File: config.mk
export PLATFORM = sky130hd
export DESIGN_NAME = filter_frame_ctrl_flat
export DESIGN_NICKNAME = d
export VERILOG_FILES = /design/src/rtl/sobel_pkg.sv /design/src/rtl/filter_frame_ctrl_if.sv /design/src/rtl/pixel_pos_counter.sv /design/src/rtl/filter_frame_ctrl.sv /design/src/flat_wrapper.sv
export SDC_FILE = /design/constraint.sdc
export NUM_CORES = 1
export LEC_CHECK = 0
export CAP_MARGIN = 10
export CORE_MARGIN = 2
export CORE_UTILIZATION = 57
export DETAILED_ROUTE_END_ITERATION = 8
export GPL_ROUTABILITY_DRIVEN = 0
export HOLD_SLACK_MARGIN = 0.08
export PLACE_DENSITY_LB_ADDON = 0.2
export SYNTH_ARGS = -nofsm -noshare
export SYNTH_HDL_FRONTEND = slang
export SYNTH_HIERARCHICAL = 1
export SYNTH_SLANG_ARGS = --single-unit
File: constraint.sdc
create_clock -name clk -period 3.75 [get_ports clk]
set_clock_uncertainty 0.1 [all_clocks]
set_input_delay 0.75 -clock clk [delete_from_list [all_inputs] [get_ports clk]]
set_output_delay 0.75 -clock clk [all_outputs]
set_load 0.01 [all_outputs]
File: src/rtl/sobel_pkg.sv
// Shared constants and state encoding for the Sobel frame sequencer.
package sobel_pkg;
  localparam int WIDTH  = 640;
  localparam int HEIGHT = 480;
  localparam int N      = WIDTH * HEIGHT;
  localparam int ADDR_W = 19;

  typedef enum logic [1:0] {
    IDLE  = 2'd0,
    RUN   = 2'd1,
    FLUSH = 2'd2
  } state_t;
endpackage

File: src/rtl/filter_frame_ctrl_if.sv
// Filter-side bus: input bank select, pass start, read/write address streams.
interface filter_frame_ctrl_if;
  import sobel_pkg::*;

  logic              filt_bank;
  logic              filt_start;
  logic [ADDR_W-1:0] filt_read_addr;
  logic              filt_write_en;
  logic [ADDR_W-1:0] filt_write_addr;
  logic              filt_border;

  modport master (output filt_bank, filt_start, filt_read_addr,
                         filt_write_en, filt_write_addr, filt_border);
  modport slave  (input  filt_bank, filt_start, filt_read_addr,
                         filt_write_en, filt_write_addr, filt_border);
endinterface

File: src/rtl/pixel_pos_counter.sv
// Row/col tracker for a raster scan; border flag is registered with the position.
module pixel_pos_counter #(
  parameter  int WIDTH  = 640,
  parameter  int HEIGHT = 480,
  localparam int CW     = (WIDTH  > 1) ? $clog2(WIDTH)  : 1,
  localparam int RW     = (HEIGHT > 1) ? $clog2(HEIGHT) : 1
) (
  input  logic          clk,
  input  logic          rst,
  input  logic          clear,
  input  logic          advance,
  output logic [CW-1:0] col,
  output logic [RW-1:0] row,
  output logic          border
);
  logic [CW-1:0] col_nxt;
  logic [RW-1:0] row_nxt;

  // next position: clear wins, else step with wrap at line/frame end
  always_comb begin
    col_nxt = col;
    row_nxt = row;
    if (clear) begin
      col_nxt = '0;
      row_nxt = '0;
    end else if (advance) begin
      if (col == CW'(WIDTH - 1)) begin
        col_nxt = '0;
        row_nxt = (row == RW'(HEIGHT - 1)) ? '0 : row + 1'b1;
      end else begin
        col_nxt = col + 1'b1;
      end
    end
  end

  // position and border flag move together so border lines up with the pixel
  always_ff @(posedge clk) begin
    if (rst) begin
      col    <= '0;
      row    <= '0;
      border <= 1'b0;
    end else begin
      col <= col_nxt;
      row <= row_nxt;
      if (clear || advance)
        border <= (col_nxt == '0) || (col_nxt == CW'(WIDTH - 1)) ||
                  (row_nxt == '0) || (row_nxt == RW'(HEIGHT - 1));
    end
  end
endmodule

File: src/rtl/filter_frame_ctrl.sv
// Frame sequencer: bank ping-pong, filter read/write address generation with
// latency compensation, border flagging and a one-deep start queue with drop count.
module filter_frame_ctrl import sobel_pkg::*; #(
  parameter int WIDTH   = sobel_pkg::WIDTH,
  parameter int HEIGHT  = sobel_pkg::HEIGHT,
  parameter int LATENCY = 642
) (
  input  logic       clk,
  input  logic       rst,
  input  logic       enable,
  input  logic       cam_frame_done,
  output logic       cam_bank,
  output logic       out_wr_bank,
  output logic       disp_bank,
  output logic       busy,
  output logic [7:0] drop_count,
  filter_frame_ctrl_if.master filt
);
  localparam int                NPIX   = WIDTH * HEIGHT;
  localparam logic [ADDR_W-1:0] LAST   = ADDR_W'(NPIX - 1);
  localparam logic [ADDR_W:0]   LAT_M1 = (ADDR_W + 1)'(LATENCY - 1);

  state_t            state;
  logic              pending;
  logic [ADDR_W:0]   pc;       // pass cycle, only counted until writing begins
  logic              filt_bank_q, start_q, wr_en_q;
  logic [ADDR_W-1:0] rd_q, wr_q;
  logic              launch, pos_clear, pos_adv, pos_border;
  logic [((WIDTH  > 1) ? $clog2(WIDTH)  : 1)-1:0] pos_col;
  logic [((HEIGHT > 1) ? $clog2(HEIGHT) : 1)-1:0] pos_row;

  assign launch    = (state == IDLE) && enable && (cam_frame_done || pending);
  assign pos_clear = (state != IDLE) && !wr_en_q && (pc == LAT_M1);
  assign pos_adv   = (state != IDLE) && wr_en_q && (wr_q != LAST);

  // pass sequencing, address streams, bank swaps and frame queueing
  always_ff @(posedge clk) begin
    if (rst) begin
      state       <= IDLE;
      cam_bank    <= 1'b0;
      filt_bank_q <= 1'b1;
      disp_bank   <= 1'b0;
      out_wr_bank <= 1'b1;
      busy        <= 1'b0;
      start_q     <= 1'b0;
      rd_q        <= '0;
      wr_en_q     <= 1'b0;
      wr_q        <= '0;
      pc          <= '0;
      pending     <= 1'b0;
      drop_count  <= '0;
    end else begin
      start_q <= 1'b0;
      // a frame that cannot start now is queued once; further ones are dropped
      if (cam_frame_done && !launch) begin
        if (!pending)                 pending    <= 1'b1;
        else if (drop_count != 8'hFF) drop_count <= drop_count + 8'd1;
      end
      case (state)
        IDLE: begin
          if (launch) begin
            state       <= RUN;
            busy        <= 1'b1;
            start_q     <= 1'b1;
            cam_bank    <= ~cam_bank;
            filt_bank_q <= ~filt_bank_q;
            pending     <= 1'b0;
            rd_q        <= '0;
            pc          <= '0;
          end
        end
        RUN, FLUSH: begin
          if (state == RUN) begin
            if (rd_q == LAST) state <= FLUSH;
            else              rd_q  <= rd_q + 1'b1;
          end
          if (!wr_en_q) begin
            pc <= pc + 1'b1;
            if (pc == LAT_M1) wr_en_q <= 1'b1;
          end else if (wr_q == LAST) begin
            state       <= IDLE;
            busy        <= 1'b0;
            wr_en_q     <= 1'b0;
            wr_q        <= '0;
            rd_q        <= '0;
            disp_bank   <= ~disp_bank;
            out_wr_bank <= ~out_wr_bank;
          end else begin
            wr_q <= wr_q + 1'b1;
          end
        end
        default: state <= IDLE;
      endcase
    end
  end

  pixel_pos_counter #(.WIDTH(WIDTH), .HEIGHT(HEIGHT)) u_wr_pos (
    .clk    (clk),
    .rst    (rst),
    .clear  (pos_clear),
    .advance(pos_adv),
    .col    (pos_col),
    .row    (pos_row),
    .border (pos_border)
  );

  assign filt.filt_bank       = filt_bank_q;
  assign filt.filt_start      = start_q;
  assign filt.filt_read_addr  = rd_q;
  assign filt.filt_write_en   = wr_en_q;
  assign filt.filt_write_addr = wr_q;
  assign filt.filt_border     = wr_en_q & pos_border;
endmodule

File: src/flat_wrapper.sv
// flat-port wrapper written by rule: the top's interface ports become plain ports
module filter_frame_ctrl_flat import sobel_pkg::*;
#(
  parameter int WIDTH   = sobel_pkg::WIDTH,
  parameter int HEIGHT  = sobel_pkg::HEIGHT,
  parameter int LATENCY = 642
)
  (clk, rst, enable, cam_frame_done, cam_bank, out_wr_bank, disp_bank, busy, drop_count, filt_filt_bank, filt_filt_start, filt_filt_read_addr, filt_filt_write_en, filt_filt_write_addr, filt_filt_border);
  filter_frame_ctrl_if filt_i ();
  input  logic clk;
  input  logic rst;
  input  logic enable;
  input  logic cam_frame_done;
  output logic cam_bank;
  output logic out_wr_bank;
  output logic disp_bank;
  output logic busy;
  output logic [7:0] drop_count;
  output wire logic [$bits(filt_i.filt_bank)-1:0] filt_filt_bank;
  output wire logic [$bits(filt_i.filt_start)-1:0] filt_filt_start;
  output wire logic [$bits(filt_i.filt_read_addr)-1:0] filt_filt_read_addr;
  output wire logic [$bits(filt_i.filt_write_en)-1:0] filt_filt_write_en;
  output wire logic [$bits(filt_i.filt_write_addr)-1:0] filt_filt_write_addr;
  output wire logic [$bits(filt_i.filt_border)-1:0] filt_filt_border;
  assign filt_filt_bank = filt_i.filt_bank;
  assign filt_filt_start = filt_i.filt_start;
  assign filt_filt_read_addr = filt_i.filt_read_addr;
  assign filt_filt_write_en = filt_i.filt_write_en;
  assign filt_filt_write_addr = filt_i.filt_write_addr;
  assign filt_filt_border = filt_i.filt_border;
  filter_frame_ctrl #(.WIDTH(WIDTH), .HEIGHT(HEIGHT), .LATENCY(LATENCY)) u_core (.clk(clk), .rst(rst), .enable(enable), .cam_frame_done(cam_frame_done), .cam_bank(cam_bank), .out_wr_bank(out_wr_bank), .disp_bank(disp_bank), .busy(busy), .drop_count(drop_count), .filt(filt_i));
endmodule
==> results of run 1 <==
[cells in the mapped netlist (3+ instances only)]
library cell  instances  area (sq um)
a211o_1               3          26.3
a211oi_1              3          22.5
a21o_1                3          22.5
a21oi_1              27           135
a311oi_1             11          96.3
a31oi_1              12          75.1
a32oi_1               3          26.3
a41oi_1               5          43.8
and2_1                5          31.3
and3_1                8          50.1
and4_1                6          52.6
buf_2                 6          30.0
buf_6                 3          33.8
clkbuf_1             16          60.1
dfxtp_1              96          1920
ha_1                 10           125
inv_1                13          48.8
mux2i_1               5          50.1
nand2_1              50           188
nand2b_1              8          50.1
nand3_1              33           165
nand3b_1              6          45.0
nand4_1              22           138
nand4b_1              5          43.8
nor2_1               91           342
nor2b_1               4          25.0
nor3_1               11          55.1
nor3b_1               3          22.5
nor4_1               14          87.6
o211ai_1              4          30.0
o21ai_0              11          55.1
o21ai_1               3          15.0
o31ai_1               5          37.5
or3_1                12          75.1
xnor2_1              21           184
xor2_1               31           272
[worst paths after layout]
kind | endpoint
worst max-delay path | u_core/u_wr_pos/border
worst min-delay path | u_core/pc[19]
worst max register to register | u_core/u_wr_pos/border
worst min register to register | u_core/pc[19]
[area by class of cell]
| class | count | area, sq um |
|---|---|---|
| sequential | 96 | 1920 |
| tap | 108 | 135 |
| multi-input combinational | 474 | 3020 |
| inverter | 13 | 48.8 |
| clock inverter | 5 | 41.3 |
| clock buffer | 11 | 131 |
| fill | 720 | 2820 |
| timing repair buffer | 62 | 603 |
[worst min-delay path, cell delays in order, from the launching register on]
cell and delay [ps]:
dfxtp_1 330, o31ai_1 70, a21oi_1 50
[layer usage]
| metal | wire [microns] | track usage (%) |
|---|---|---|
| met1 | 5340 | 32.5 |
| met4 | 163 | 7.17 |
| met3 | 530 | 3.83 |
| met5 | 0 | 0 |
| met2 | 5440 | 38.5 |
[cells in the final DEF (no fill, tap or decap), types with 10 or more instances in the layout]
| cell | count |
|---|---|
| a21oi_1 | 27 |
| a311oi_1 | 11 |
| a31oi_1 | 12 |
| clkdlybuf4s50_1 | 56 |
| dfxtp_1 | 96 |
| ha_1 | 10 |
| inv_1 | 13 |
| nand2_1 | 50 |
| nand3_1 | 33 |
| nand4_1 | 22 |
| nor2_1 | 91 |
| nor3_1 | 11 |
| nor4_1 | 14 |
| o21ai_0 | 10 |
| or3_1 | 12 |
| xnor2_1 | 21 |
| xor2_1 | 31 |
[state kept, by name, summed over array words and instances, names as in the netlist]
| signal | flops |
|---|---|
| u_core/busy | 1 |
| u_core/cam_bank | 1 |
| u_core/disp_bank | 1 |
| u_core/drop_count | 8 |
| u_core/filt.filt_bank | 1 |
| u_core/filt.filt_read_addr | 19 |
| u_core/filt.filt_start | 1 |
| u_core/filt.filt_write_addr | 19 |
| u_core/filt.filt_write_en | 1 |
| u_core/out_wr_bank | 1 |
| u_core/pc | 20 |
| u_core/pending | 1 |
| u_core/state | 2 |
| u_core/u_wr_pos/border | 1 |
| u_core/u_wr_pos/col | 10 |
| u_core/u_wr_pos/row | 9 |
[cell families after synthesis]
group	Yosys count	share of synthesized area, %
and+or+nand+nor	298	31.1
AOI/OAI and AO/OA	109	15.3
DFF	96	37.5
xor gates and xnor gates	52	8.90
buffers and inverters	42	3.81
adders and majority gates	10	2.44
muxes	5	0.978
[report_power, final]
part           switching, mW  internal (mW)  total, mW
sequential           0.00956           1.03       1.04
combinational          0.114         0.0552      0.169
clock                  0.364          0.246      0.610
[through the flow]
stage | utilization [%] | hold slack, ps
detailed placement | 65.6 | 376
floorplan | - | 348
global placement | 65.6 | 361
global route | 67.6 | 411
CTS | 67.6 | 394
finish | 67.6 | 395
==> impl_results.md, run 1 <==
- Hold Crit Start: u_core/pc[19]
- Drt via density: 6.05
- Number of remaining DRC errors: 0
- Slew @ Worst Pin: between 900 and 1000 ps
- Area grow syn2layout: 15.2%
- Final number of hold-violating endpoints: 0
- Reg2reg path depth: 11
- Synth warnings: 6
- Rows: 34
- Largest net degree at the start of global routing: 44
- Detail Route Antenna Nets: 0
- Die ar.: just under 0.01 sq mm
- Drt first pass iters: 5
- Gr usage total: 23.7%
- Global-route wire length before repair: 19300 microns
- CP peak stage delay: roughly 570 ps
- Setup crit start: u_core/filt.filt_write_addr[12]
- DRT Wirelength: between 10000 and 15000 microns
- CTS clock-pin slew for the worst setup and hold paths: about 100 ps
- Post-synth EDFFs: 0
- Hpwl dp: 8060 microns
- Share of cells above drive strength 1: around 6.5%
- Static leakage: ~1.9 nW
- Diode count: 0
- Outcome: finished, final reports clean
- Pwr/cell area: just over 300 mW/mm^2
- CP delay by family, top: simple AND/OR/NAND/NOR gates
- Sequential area share after synthesis: 37.5%
- Cts repair resizes: 0
- Slew Limit Fails: 0
- Clock sinks: 96
- Worst setup SP type: flip-flop
- Fmax: between 0.2 and 0.3 GHz
- Hold path depth: 2
- DR WL/cell: about 15 microns
- Grt ovf: 0
- R2R Setup Slk: approximately 370 ps
- Setup ws final: 367 ps
- Worst EP required: 3940 ps
- Slew headroom: roughly 34%
- Crit path depth: 11
- Root Buffer: clkbuf_8
- Max rail drop VDD: 0.000205 V
- Die Y: ~99 microns
- Netlist cell types: 69
- Final setup violation count: 0
- Core area: 0.00872 sq mm
- Vias: around 4700
- Unrepaired setup endpoints after global routing: no
- Ys async rst share: 0%
- Synthesized area per cell: between 8 and 9 sq um
- PortBufs: 57
- Sequence of cells on the critical path: or4b_4 -> nor4_4 -> nand2_1 -> and3b_1 -> nand3_1 -> nor3_1 -> xnor2_1 -> nor2_1 -> a2111oi_1 -> nand4_1 -> o2111ai_1
- Synth Register Bits: between 90 and 100
- CTS max path bufs: 2
- CTS Hold Buffers Added: 0
- Main synth FF type: dfxtp_1
- Dpl ws: about 420 ps
- Max capacitance violation total: 0
- Initial antenna violation count: 0
- H-Tree Level Count: 3
- Initial DRC Count: about 180
- CP Data Arrival Time: between 3000 and 4000 ps
- Fin area: between 0.005 and 0.006 sq mm
- Starting density of the core: around three fifths
- Hold Crit Class: reg2reg
- Layout Cells excl Fill: just under 800
- Critical Path Fanout Max: 14
- Crit path max-delay cell type: or4b_4
- Final period util: approximately nine tenths
- Minimum clock period: between 3000 and 4000 ps
- DP Cell Count: ~750
- CTS tree: yes
- Mapped Nets: ~630
- Post-Syn Instances: around 610
- Crit Path Class: reg2reg
- Worst r2r src: u_core/filt.filt_write_addr[12]
- Top Ports: just under 60
- Clk Latency, worst-skew pair: 360 ps
- Total power: about 1.8 mW
- Bufs and invs on worst path: 0
- Setup TNS Final: 0 ps
- Nets: 670
- Via count of the first global-routing pass: approximately 4200
- Post-DP Area: between 0.005 and 0.006 sq mm
- TritonCTS buffer count: 9
- CP endpoint kind: flip-flop
- Post-CTS Setup Bufs: 0
- Cell Area, Synth: just over 0.005 sq mm
- Die X: between 90 and 100 microns
Note: power is estimated with default switching activity, not from simulation.
==> run 2, diff against run 1 <==
Settings changed: CTS_CLUSTER_DIAMETER from default to 80.
==> results of run 2 <==
Same layout as run 1: the final DEF is identical, and so are final timing and power.
==> run 3, diff against run 2 <==
Settings changed: TNS_END_PERCENT from default to 100.
==> results of run 3 <==
Same layout as run 1: the final DEF is identical, and so are final timing and power.
